<file path="config.mk">
export PLATFORM = sky130hd
export DESIGN_NAME = sevseg_scan_arbiter
export DESIGN_NICKNAME = d
export VERILOG_FILES = /design/src/rtl/sevseg_pkg.sv /design/src/rtl/sevseg_refresh_timer.sv /design/src/rtl/sevseg_scan_arbiter.sv
export SDC_FILE = /design/constraint.sdc
export NUM_CORES = 1
export LEC_CHECK = 0
export CAP_MARGIN = 20
export CELL_PAD_IN_SITES_DETAIL_PLACEMENT = 0
export CELL_PAD_IN_SITES_GLOBAL_PLACEMENT = 2
export CORE_MARGIN = 8
export CORE_UTILIZATION = 35
export CTS_CLUSTER_DIAMETER = 200
export CTS_CLUSTER_SIZE = 8
export DETAILED_ROUTE_END_ITERATION = 12
export PLACE_DENSITY = 0.86
export SYNTH_ARGS = -nofsm -noshare
export SYNTH_HDL_FRONTEND = slang
export SYNTH_SLANG_ARGS = --single-unit
</file>
<file path="constraint.sdc">
create_clock -name clk_i -period 7.25 [get_ports clk_i]
set_input_delay 1.45 -clock clk_i [delete_from_list [all_inputs] [get_ports clk_i]]
set_output_delay 1.45 -clock clk_i [all_outputs]
set_load 0.01 [all_outputs]
</file>
<file path="src/rtl/sevseg_pkg.sv">
// Shared types, constants and the hex-to-segment decoder for the seven-segment scan arbiter.
package sevseg_pkg;

    typedef enum logic {
        IDLE = 1'b0,
        HOLD = 1'b1
    } arb_state_t;

    localparam int NUM_DIGITS = 4;
    localparam logic [6:0] BLANK_SEG = 7'h7F;

    // Active-low segments ordered {g,f,e,d,c,b,a}
    function automatic logic [6:0] hex_to_seg(input logic [3:0] nib);
        logic [6:0] seg;
        case (nib)
            4'h0: seg = 7'h40;
            4'h1: seg = 7'h79;
            4'h2: seg = 7'h24;
            4'h3: seg = 7'h30;
            4'h4: seg = 7'h19;
            4'h5: seg = 7'h12;
            4'h6: seg = 7'h02;
            4'h7: seg = 7'h78;
            4'h8: seg = 7'h00;
            4'h9: seg = 7'h10;
            4'hA: seg = 7'h08;
            4'hB: seg = 7'h03;
            4'hC: seg = 7'h46;
            4'hD: seg = 7'h21;
            4'hE: seg = 7'h06;
            default: seg = 7'h0E;
        endcase
        return seg;
    endfunction

endpackage

</file>
<file path="src/rtl/sevseg_refresh_timer.sv">
// Digit-slot timer: refresh counter, scanned digit index, end-of-frame strobe and blink phase.
module sevseg_refresh_timer
    import sevseg_pkg::*;
#(
    parameter int REFRESH_DIV = 25000,
    parameter int BLINK_DIV   = 50
) (
    input  logic                          clk_i,
    input  logic                          rst_i,
    output logic [$clog2(NUM_DIGITS)-1:0] digit_idx_o,
    output logic                          frame_end_o,
    output logic                          blink_phase_o
);

    localparam int RW = $clog2(REFRESH_DIV);
    localparam int BW = (BLINK_DIV > 1) ? $clog2(BLINK_DIV) : 1;
    localparam int IW = $clog2(NUM_DIGITS);

    logic [RW-1:0] r_cnt;
    logic [IW-1:0] r_idx;
    logic [BW-1:0] r_blink_cnt;
    logic          r_phase;
    logic          w_tick;
    logic          w_frame_end;

    assign w_tick      = (r_cnt == RW'(REFRESH_DIV - 1));
    assign w_frame_end = w_tick && (r_idx == IW'(NUM_DIGITS - 1));

    always_ff @(posedge clk_i or posedge rst_i) begin
        if (rst_i) begin
            r_cnt       <= '0;
            r_idx       <= '0;
            r_blink_cnt <= '0;
            r_phase     <= 1'b0;
        end else begin
            r_cnt <= w_tick ? '0 : r_cnt + RW'(1);
            if (w_tick)
                r_idx <= r_idx + IW'(1);
            if (w_frame_end) begin
                if (r_blink_cnt == BW'(BLINK_DIV - 1)) begin
                    r_blink_cnt <= '0;
                    r_phase     <= ~r_phase;
                end else begin
                    r_blink_cnt <= r_blink_cnt + BW'(1);
                end
            end
        end
    end

    assign digit_idx_o   = r_idx;
    assign frame_end_o   = w_frame_end;
    assign blink_phase_o = r_phase;

endmodule

</file>
<file path="src/rtl/sevseg_scan_arbiter.sv">
// Shares a 4-digit multiplexed display between two 16-bit requesters with round-robin
// arbitration and a minimum hold, then drives blanked/blinking anode and segment pins.
module sevseg_scan_arbiter
    import sevseg_pkg::*;
#(
    parameter int REFRESH_DIV = 25000,
    parameter int BLINK_DIV   = 50,
    parameter int MIN_HOLD    = 100
) (
    input  logic        clk_i,
    input  logic        rst_i,
    input  logic        req0_valid_i,
    input  logic [15:0] req0_data_i,
    output logic        req0_ready_o,
    input  logic        req1_valid_i,
    input  logic [15:0] req1_data_i,
    output logic        req1_ready_o,
    input  logic        lzb_en_i,
    input  logic [3:0]  blink_mask_i,
    output logic        owner_o,
    output logic [15:0] data_o,
    output logic [3:0]  en_po,
    output logic [6:0]  seg_po
);

    localparam int HW = (MIN_HOLD > 0) ? $clog2(MIN_HOLD + 1) : 1;

    arb_state_t    r_state, w_state_nxt;
    logic [HW-1:0] r_hold;
    logic [15:0]   r_data;
    logic          r_owner;
    logic [1:0]    w_idx;
    logic          w_frame_end, w_phase;
    logic          w_grant, w_grant_vld;
    logic          w_rdy0, w_rdy1, w_xfer0, w_xfer1;
    logic [3:0]    w_lz, w_nib;
    logic          w_blank;

    sevseg_refresh_timer #(
        .REFRESH_DIV (REFRESH_DIV),
        .BLINK_DIV   (BLINK_DIV)
    ) u_timer (
        .clk_i         (clk_i),
        .rst_i         (rst_i),
        .digit_idx_o   (w_idx),
        .frame_end_o   (w_frame_end),
        .blink_phase_o (w_phase)
    );

    assign w_grant_vld = req0_valid_i || req1_valid_i;
    assign w_grant     = (req0_valid_i && req1_valid_i) ? ~r_owner : req1_valid_i;

    always_ff @(posedge clk_i or posedge rst_i) begin
        if (rst_i) r_state <= IDLE;
        else       r_state <= w_state_nxt;
    end

    // In IDLE the granted requester is always valid, so a grant is also a transfer
    always_comb begin
        w_state_nxt = r_state;
        w_rdy0      = 1'b0;
        w_rdy1      = 1'b0;
        case (r_state)
            IDLE: begin
                if (w_grant_vld) begin
                    w_rdy0 = ~w_grant;
                    w_rdy1 = w_grant;
                    if (MIN_HOLD > 0)
                        w_state_nxt = HOLD;
                end
            end
            HOLD: begin
                w_rdy0 = ~r_owner;
                w_rdy1 = r_owner;
                if (w_frame_end && r_hold == HW'(1))
                    w_state_nxt = IDLE;
            end
            default: w_state_nxt = IDLE;
        endcase
    end

    assign req0_ready_o = w_rdy0 && !rst_i;
    assign req1_ready_o = w_rdy1 && !rst_i;
    assign w_xfer0      = req0_valid_i && req0_ready_o;
    assign w_xfer1      = req1_valid_i && req1_ready_o;

    always_ff @(posedge clk_i or posedge rst_i) begin
        if (rst_i) begin
            r_data  <= '0;
            r_owner <= 1'b0;
            r_hold  <= '0;
        end else begin
            if (w_xfer0)
                r_data <= req0_data_i;
            else if (w_xfer1)
                r_data <= req1_data_i;
            if (r_state == IDLE && (w_xfer0 || w_xfer1)) begin
                r_owner <= w_xfer1;
                r_hold  <= HW'(MIN_HOLD);
            end else if (r_state == HOLD && w_frame_end) begin
                r_hold <= r_hold - HW'(1);
            end
        end
    end

    assign w_lz[3] = (r_data[15:12] == 4'h0);
    assign w_lz[2] = w_lz[3] && (r_data[11:8] == 4'h0);
    assign w_lz[1] = w_lz[2] && (r_data[7:4] == 4'h0);
    assign w_lz[0] = 1'b0;
    assign w_nib   = r_data[{w_idx, 2'b00} +: 4];
    assign w_blank = (w_phase && blink_mask_i[w_idx]) || (lzb_en_i && w_lz[w_idx]);

    always_ff @(posedge clk_i or posedge rst_i) begin
        if (rst_i) begin
            en_po  <= 4'b1111;
            seg_po <= BLANK_SEG;
        end else begin
            en_po  <= w_blank ? 4'b1111 : ~(4'b0001 << w_idx);
            seg_po <= w_blank ? BLANK_SEG : hex_to_seg(w_nib);
        end
    end

    assign owner_o = r_owner;
    assign data_o  = r_data;

endmodule

</file>
Yosys cells after proc, flatten, opt, wreduce, memory -nomap -nowiden
Memories as Yosys holds them, arrays and structs flattened.
Index checks and enable logic that the tools add are counted.

word-level totals
  bits in registers = 60
  memory bits (read-only) = 112
  input port bits = 41
  output and inout bits = 30
  word-level logic and storage cells = 70
  memories = 1

memories
  memory           depth  width  read ports  clocked after Yosys merged registers in  write ports  line              source
  (no name shown)  16     7      1           0                                        0            sevseg_pkg.sv:15  case (nib)

cells by class
  add/sub/neg operators = 4
  $lt $le $gt $ge = 1
  eq/ne operators = 4
  shift operators = 2
  multiplexer cells = 20
  bitwise operators = 5
  reductions and logical operators = 23

operators by type and width
  operator                                                    count
  two-way mux 16 bit                                          2
  two-way mux 7 bit                                           3
  variable part select 16 x 5 -> 4 bit                        1
  adder 15 x 1 -> 15 bit, second input constant               1
  equality test 15 bit, second input constant                 1
  two-way mux 15 bit                                          1
  logical AND 1 bit                                           13
  logical NOT 4 bit                                           3
  equality test 7 x 1 -> 1 bit, second input constant         1
  two-way mux 1 bit                                           7
  subtractor 7 x 1 -> 7 bit, second input constant            1
  adder 6 x 1 -> 6 bit, second input constant                 1
  equality test 6 bit, second input constant                  1
  two-way mux 6 bit                                           1
  one-hot mux 1 bit (2 select lines)                          3
  binary-select mux 1 bit (select 2 bit)                      2
  two-way mux 4 bit                                           1
  inverter 1 bit                                              4
  inverter 4 bit                                              1
  nonzero test 2 bit                                          2
  left shift 1 x 2 -> 4 bit, first input constant             1
  logical OR 1 bit                                            3
  less-than comparator 2 x 3 -> 1 bit, second input constant  1
  adder 2 x 1 -> 2 bit, second input constant                 1
  3 further kinds                                             3

Logic depth before layout (Yosys ltp)
  depth in word-level cells = 10
  mapped depth = 10

Modules after synthesis
From an unflattened synthesis, not the netlist that was laid out.

second synthesis, totals
  cell total of the unflattened synthesis = 328
  area, all modules = 3,321.9 um^2

by module, submodules not included
  module                times used  cells an instance  area an instance (um^2)  seq. area each (um^2)
  sevseg_scan_arbiter   1           222                2,149.6                  914.6
  sevseg_refresh_timer  1           106                1,172.4                  600.6

Worst setup path after synthesis
Ideal clock, no wire load.

  kind = input port to output port
  start point = input port req1_valid_i
  end point = output port req0_ready_o
  arrival = 1.819 ns
  required time = 5.800 ns
  slack = 3.981 ns
  cell stages on the path = 3
  buffers on the path = 0
  path through = nand2b_1 nand3b_1 a21oi_1

on the way
  cells in the longest elaborated chain, start to end = 6
  elaborated cells on any way between the ends = 7
  those cells by class = mux (3); bitwise (1); reduce/logical (3)

RTL lines
  item                                  line                       source
  from (decl)                           sevseg_scan_arbiter.sv:15  input logic req1_valid_i,
  logical AND 1 bit                     sevseg_scan_arbiter.sv:51  assign w_grant = (req0_valid_i && req1_valid_i) ? ~r_owner : req1_valid_i;
  two-way mux 1 bit                     sevseg_scan_arbiter.sv:51
  inverter 1 bit                        sevseg_scan_arbiter.sv:66  w_rdy0 = ~w_grant;
  two-way mux 1 bit *                   sevseg_scan_arbiter.sv:65  if (w_grant_vld) begin
  one-hot mux 1 bit (2 select lines) *  sevseg_scan_arbiter.sv:63  case (r_state)
  logical AND 1 bit *                   sevseg_scan_arbiter.sv:82  assign req0_ready_o = w_rdy0 && !rst_i;
  to (decl)                             sevseg_scan_arbiter.sv:14  output logic req0_ready_o,

Mark *: on every way between the ends. The rest lies on a longest branch, timed or not.

Worst setup path after layout
Same ends and word-level chain as after synthesis.

==> flow_summary.toml <==
[min_path]
hp-class = "reg2reg"

[placed_design]
io_buffers = 70
place_ws_ns = 2.92
placed_area_mm2 = 0.00413
dp_hpwl_mm = 5.90
gp_congestion = 0.761
dp_cells = 481

[final_layout]
post-route-util_pct = 47.1
design_area_mm2 = 0.00433
n_antenna_cell = 0
seq_area_mm2 = 0.00152
drive_above_1_share_pct = 12.2
syn_to_final_growth_pct = 30.7
nets = 437
fillCellCount = 853
multi_input_area_mm2 = 0.00172
stdcell_count = 497

[global_route]
grt_usage_pct = 13.2
grt_pass1_vias = 2662
grt_pass1_wl_mm = 13.6
antenna_found_initial = 0
overflow = 0
grt_start_max_net_pins = 61

[floorplan]
num_io_pins = 71
fp-row-count = 35
die_h_um = 113
initial_core_util_pct = 36.0
core-area_mm2 = 0.00920
die_x_um = 113
dieArea_mm2 = 0.0128

[logic_synthesis]
synth_top_area_share_pct = 37.0
synth.most_common_cell = "dfrtp_1"
synth_mux_area_share_pct = 6.34
syn_inst = 308
avgSynthCellArea_um2 = 10.8
synth-edff-count = 0
async_flop_share_pct = 100
synth-simple-area-share_pct = 21.7
synthAdderAreaFrac_pct = 5.66
synthTopCellsByCount = "49 x dfrtp_1, 26 x nand2_1, 19 x nor2_1, 18 x nor2b_1, 16 x a221o_1"
synthFlopType = "dfrtp_1"
synth_cell_type_count = 54
synth_top_family_by_area = "simple AND/OR/NAND/NOR gates"
synth_area_leader_cell = "dfrtp_1"
syn_nets = 364
synthesis.area_mm2 = 0.00331
synth.area.top_cells = "dfrtp_1 37%, dfstp_2 8.7%, ha_1 5.7%"
ys_seq_area_share_pct = 45.7
ys_ff_latch = 60
synth_compound_area_share_pct = 12.6
synth_warnings = 0
synthXorXnorAreaFrac_pct = 5.55

[sta]
setup_violations = 0
fin_setup_tns_ns = 0
fin_skew_ns = 0.0103
finalHoldViolations = 0
worstMarginPinSlew_ns = 0.922
rsz0062_at_grt = "false"
worst_hold_slack_ns = 0.464
min_period_over_period_pct = 59.8
drv_slew = 0
fmax_ghz = 0.231
fin_crit_ns = 4.34
setup_slack_ns = 2.91
slew_headroom_pct = 38.6

[outcome]
status = "finished, final reports clean"

[cts]
ctsHoldBuffers = 0
worst_skew_pair.late_latency_ns = 0.34
cts_sinks = 60
cts_buffer_depth = 2
clockRootBuffer = "clkbuf_8"
numCtsBuffers = 9
post_cts_buffers = 0
clk_pin_slew_ns = 0.07
cts.htree.levels = 3
cts_tree = "built"
post_cts_resized = 0

[detailed_routing]
drtIter0Drc = 86
first_pass_iters = 4
dr_total_vias = 2605
final_antenna_net_count = 0
routedWlPerCell_um = 16.2
wl_mm = 8.05
drc = 0
vias_per_cell = 5.24

[power]
power.leakage_nw = 1.80
p_total_uw = 955
ir_drop_mv = 0.0886
power.density_mw_per_mm2 = 220

[flow_run]
maxCapViolCount = 0

[worst_setup_path]
crit_type = "in2out"
required_ns = 5.80
startpoint_type = "input port"
arrival_ns = 2.89
crit_fanout = 7
crit_path_end_kind = "output port"
## kinds of logic after synthesis
kind of cell | Yosys count
simple gates | 121
flops | 60
compound gates | 53
xor+xnor | 21
buf+inv | 21
mux | 17
fa+ha+maj | 15
## sequential cells by signal, summed over array words and instances (netlist names)
register and count:
u_timer.r_blink_cnt 6, u_timer.r_cnt 15, data_o 16, owner_o 1
en_po 4, u_timer.digit_idx_o 2, r_state 1, r_hold 7
u_timer.blink_phase_o 1, seg_po 7
## critical path, stage by stage
cell,delay [ns]
clkdlybuf4s50_1,0.51
nand2b_1,0.12
nand3b_1,0.07
a21oi_1,0.17
clkdlybuf4s50_1,0.56
## routing by layer
layer	track usage [%]	share of wire, %
met4	4.00	1.5
met5	0	0
met1	17.2	46
met3	4.74	5.1
met2	20.2	47
## where the power goes
part           switching [mW]  total [mW]  internal [mW]
clock network           0.141       0.309          0.167
registers              0.0314       0.408          0.377
logic                   0.104       0.238          0.134
## final timing paths
path | startpoint | to | slack, ns | cells past startpoint
max in group asynchronous | rst_i | u_timer.digit_idx_o[1]$_DFFE_PP0N_ | 4.97 | 3
worst min register to register | u_timer.r_cnt[0]$_DFF_PP0_ | u_timer.r_cnt[0]$_DFF_PP0_ | 0.46 | 1
min in group asynchronous | rst_i | owner_o$_DFFE_PP0P_ | 1.80 | 3
worst max register to register | u_timer.digit_idx_o[1]$_DFFE_PP0N_ | seg_po[0]$_DFF_PP1_ | 4.48 | 7
worst min-delay path | u_timer.r_cnt[0]$_DFF_PP0_ | u_timer.r_cnt[0]$_DFF_PP0_ | 0.46 | 1
worst max-delay path | req1_valid_i | req0_ready_o | 2.91 | 5
## placed cells by master (no fill, tap or decap), drive strengths merged, types with 3 or more instances in the layout
| cell type | n |
|---|---|
| clkdlybuf4s50 | 70 |
| nor2 | 19 |
| dfstp | 11 |
| nor3 | 7 |
| a21oi | 7 |
| dfrtp | 49 |
| a221o | 16 |
| xnor2 | 10 |
| nand2b | 3 |
| o21ai | 7 |
| nor2b | 18 |
| a211oi | 3 |
| mux2i | 12 |
| xor2 | 11 |
| nand2 | 27 |
| nand4 | 3 |
| inv | 11 |
| nor4 | 6 |
| and3 | 3 |
| o211ai | 5 |
| o31ai | 3 |
| mux4 | 3 |
| and2 | 4 |
| nand3 | 12 |
| clkbuf | 10 |
| and4 | 3 |
| ha | 15 |
| clkinv | 3 |
## cell type report
| cell class | instances | area share [%] |
|---|---|---|
| sequential | 60 | 35.0 |
| multi-input combinational | 227 | 39.7 |
| clock buffer | 10 | 3.18 |
| clock inverter | 6 | 1.47 |
| timing repair buffer | 72 | 16.5 |
| inverter | 11 | 0.953 |
| tap | 111 | 3.21 |
No activity file was read; power rests on OpenSTA's default activity.
==> variant: new RTL, config.mk and constraints unchanged <==
`BLINK_DIV` is set to 50 in 2 places; all go to 100.
--- a/src/rtl/sevseg_refresh_timer.sv
+++ b/src/rtl/sevseg_refresh_timer.sv
@@ -3,7 +3,7 @@
     import sevseg_pkg::*;
 #(
     parameter int REFRESH_DIV = 25000,
-    parameter int BLINK_DIV   = 50
+    parameter int BLINK_DIV   = 100
 ) (
     input  logic                          clk_i,
     input  logic                          rst_i,
--- a/src/rtl/sevseg_scan_arbiter.sv
+++ b/src/rtl/sevseg_scan_arbiter.sv
@@ -4,7 +4,7 @@
     import sevseg_pkg::*;
 #(
     parameter int REFRESH_DIV = 25000,
-    parameter int BLINK_DIV   = 50,
+    parameter int BLINK_DIV   = 100,
     parameter int MIN_HOLD    = 100
 ) (
     input  logic        clk_i,
Behaviour: no difference found for any inputs over 10 cycles, from zero or initial values and one cycle with rst_i high; that may be too few to reach the edited logic, so the function may still have changed.
==> variant against the original RTL <==
Routed wire length is 8.7% higher; power is 5.2% lower; register-to-register slack worse by 0.23 ns; synthesized area is 0.98% higher; via count is 6.3% higher; sequential share of layout area is 0.52 points higher; largest power group unchanged; largest cell class unchanged; clock power is 10% lower; global-route usage is 0.81 points higher; sequential cell count is 1 higher; setup slack worse by 0.0016 ns; final area is 0.17% higher.
==> variant: results (changes against the original RTL) <==
relSlewSlack_pct: 37.6  # was 38.6%
power.leakage_uw: 0.00173  # was 0.00180 uW
setup-tns-final_ns: 0  # unchanged
use_met2_pct: 22.4  # was 20.2%
status: "complete, no violations"  # unchanged
drive_above_1_share_pct: 11.3  # was 12.2%
cp.arrival_ns: 2.89  # about the same
ys_top_cells_by_count: "50 x dfrtp_1, 24 x nand2_1, 21 x nor2_1"  # was 49 x dfrtp_1, 26 x nand2_1, 19 x nor2_1
slowest_stage: "clkdlybuf4s50_1"  # unchanged
diodes: 0  # unchanged
cts_buffer_depth: 2  # unchanged
slowest_delay_ns: 0.57
cts-buffers-inserted: 9  # unchanged
hp-class: "flip-flop to flip-flop"  # unchanged
drt-initial-drc-count: 143  # was 86
firstDrtPassIters: 4  # unchanged
largest_reg_flops: 16  # unchanged
h-tree-depth: 3  # unchanged
fin_nets: 447  # was 437
antenna_found_initial: 0  # unchanged
async_flop_share_pct: 100  # unchanged
via_per_inst: 5.27  # was 5.24
clk_pin_slew_ns: 0.07  # about the same
crit_fanout: 6  # was 7
cts_root_buf: "clkbuf_8"  # unchanged
cp_top_family: "buffers and inverters"  # unchanged
fin_skew_ns: 0.0163  # was 0.0103 ns
yosysUniqueCellTypes: 48  # was 54
first_global_vias: 2713  # was 2,662
ir_drop_uv: 71.1  # was 88.6 uV
use_met3_pct: 4.33  # was 4.74%
cts_setup_buffers: 0  # unchanged
grt_max_degree: 45  # was 61
cp-startpoint: "req1_valid_i"  # unchanged
syn_nets: 380  # was 364
hold_viol: 0  # unchanged
clk_latency_ns: 0.35
regToRegStartpoint: "u_timer.digit_idx_o[1]$_DFFE_PP0N_"  # unchanged
synth_area_leaders: "dfrtp_1 37%, dfstp_2 8.6%, ha_1 5.2%"  # was dfrtp_1 37%, dfstp_2 8.7%, ha_1 5.7%
cts_resized: 0  # unchanged
routabilityCongestion: 0.795  # was 0.761
place_hpwl_um: 6270  # was 5900 um
routed_wl_um: 8760  # was 8050 um
hp-start: "u_timer.r_blink_cnt[6]$_DFFE_PP0P_"  # was u_timer.r_cnt[0]$_DFF_PP0_
ys_warn_count: 0  # unchanged
yosysSeqAreaShare_pct: 46.0  # was 45.7%
grt_use_met1_pct: 17.3  # was 17.2%
track_usage_pct: 14.0  # was 13.2%
io_buffers: 70  # unchanged
grt_pass1_wl_um: 14400  # was 13,600 um
-- variant: cell type report --
type                    count  area (sq um)
inverters                  12          45.0
clock inverters             6          38.8
fillers                   863          4900
multi-input cells         236          1700
flip-flops and latches     61          1540
clock buffers              10           138
well taps                 129           161
repair buffers             72           719
-- variant: cell families after synthesis --
family          Yosys count  share of synthesized area, %
fa+ha+maj                14                          5.23
flops                    61                          46.0
compound gates           66                          14.2
simple gates            123                          20.4
mux                      15                          6.13
buf+inv                  28                          3.25
xor+xnor                 18                          4.71
-- variant: stage by stage --
stage               util [%]  instances  setup WS (ns)  hold slack, ns  cell area [sq um]
CTS                     46.9        525           2.91           0.490               4330
global route            47.0        526           2.82           0.503               4340
finish                  47.0        526           2.91           0.490               4340
detailed placement      44.9        509           2.92           0.479               4150
floorplan                  -        325           3.95           0.441               3350
global placement        44.9        509           2.95           0.471               4150
-- variant: path summary, 6_finish.rpt --
| path | slack, ns | depth (start not counted) | end |
|---|---|---|---|
| setup / recovery | 2.91 | 5 | req0_ready_o |
| hold / removal | 0.49 | 1 | u_timer.r_blink_cnt[6]$_DFFE_PP0P_ |
| setup reg to reg | 4.25 | 7 | seg_po[0]$_DFF_PP1_ |
| hold reg to reg | 0.49 | 1 | u_timer.r_blink_cnt[6]$_DFFE_PP0P_ |
| max in group asynchronous | 4.71 | 3 | r_hold[2]$_DFFE_PP0P_ |
| min in group asynchronous | 1.62 | 2 | u_timer.r_cnt[1]$_DFF_PP0_ |
-- variant: where the power goes --
| group | switching [uW] | internal (uW) |
|---|---|---|
| Clock | 145 | 132 |
| Sequential | 31.4 | 378 |
| Combinational | 94.1 | 125 |
-- variant: metal layers --
layer	vias up	part of all wire, %
li1	1323	-
met1	1373	45
met2	67	48
met3	7	5.4
met4	0	1.4
met5	-	0
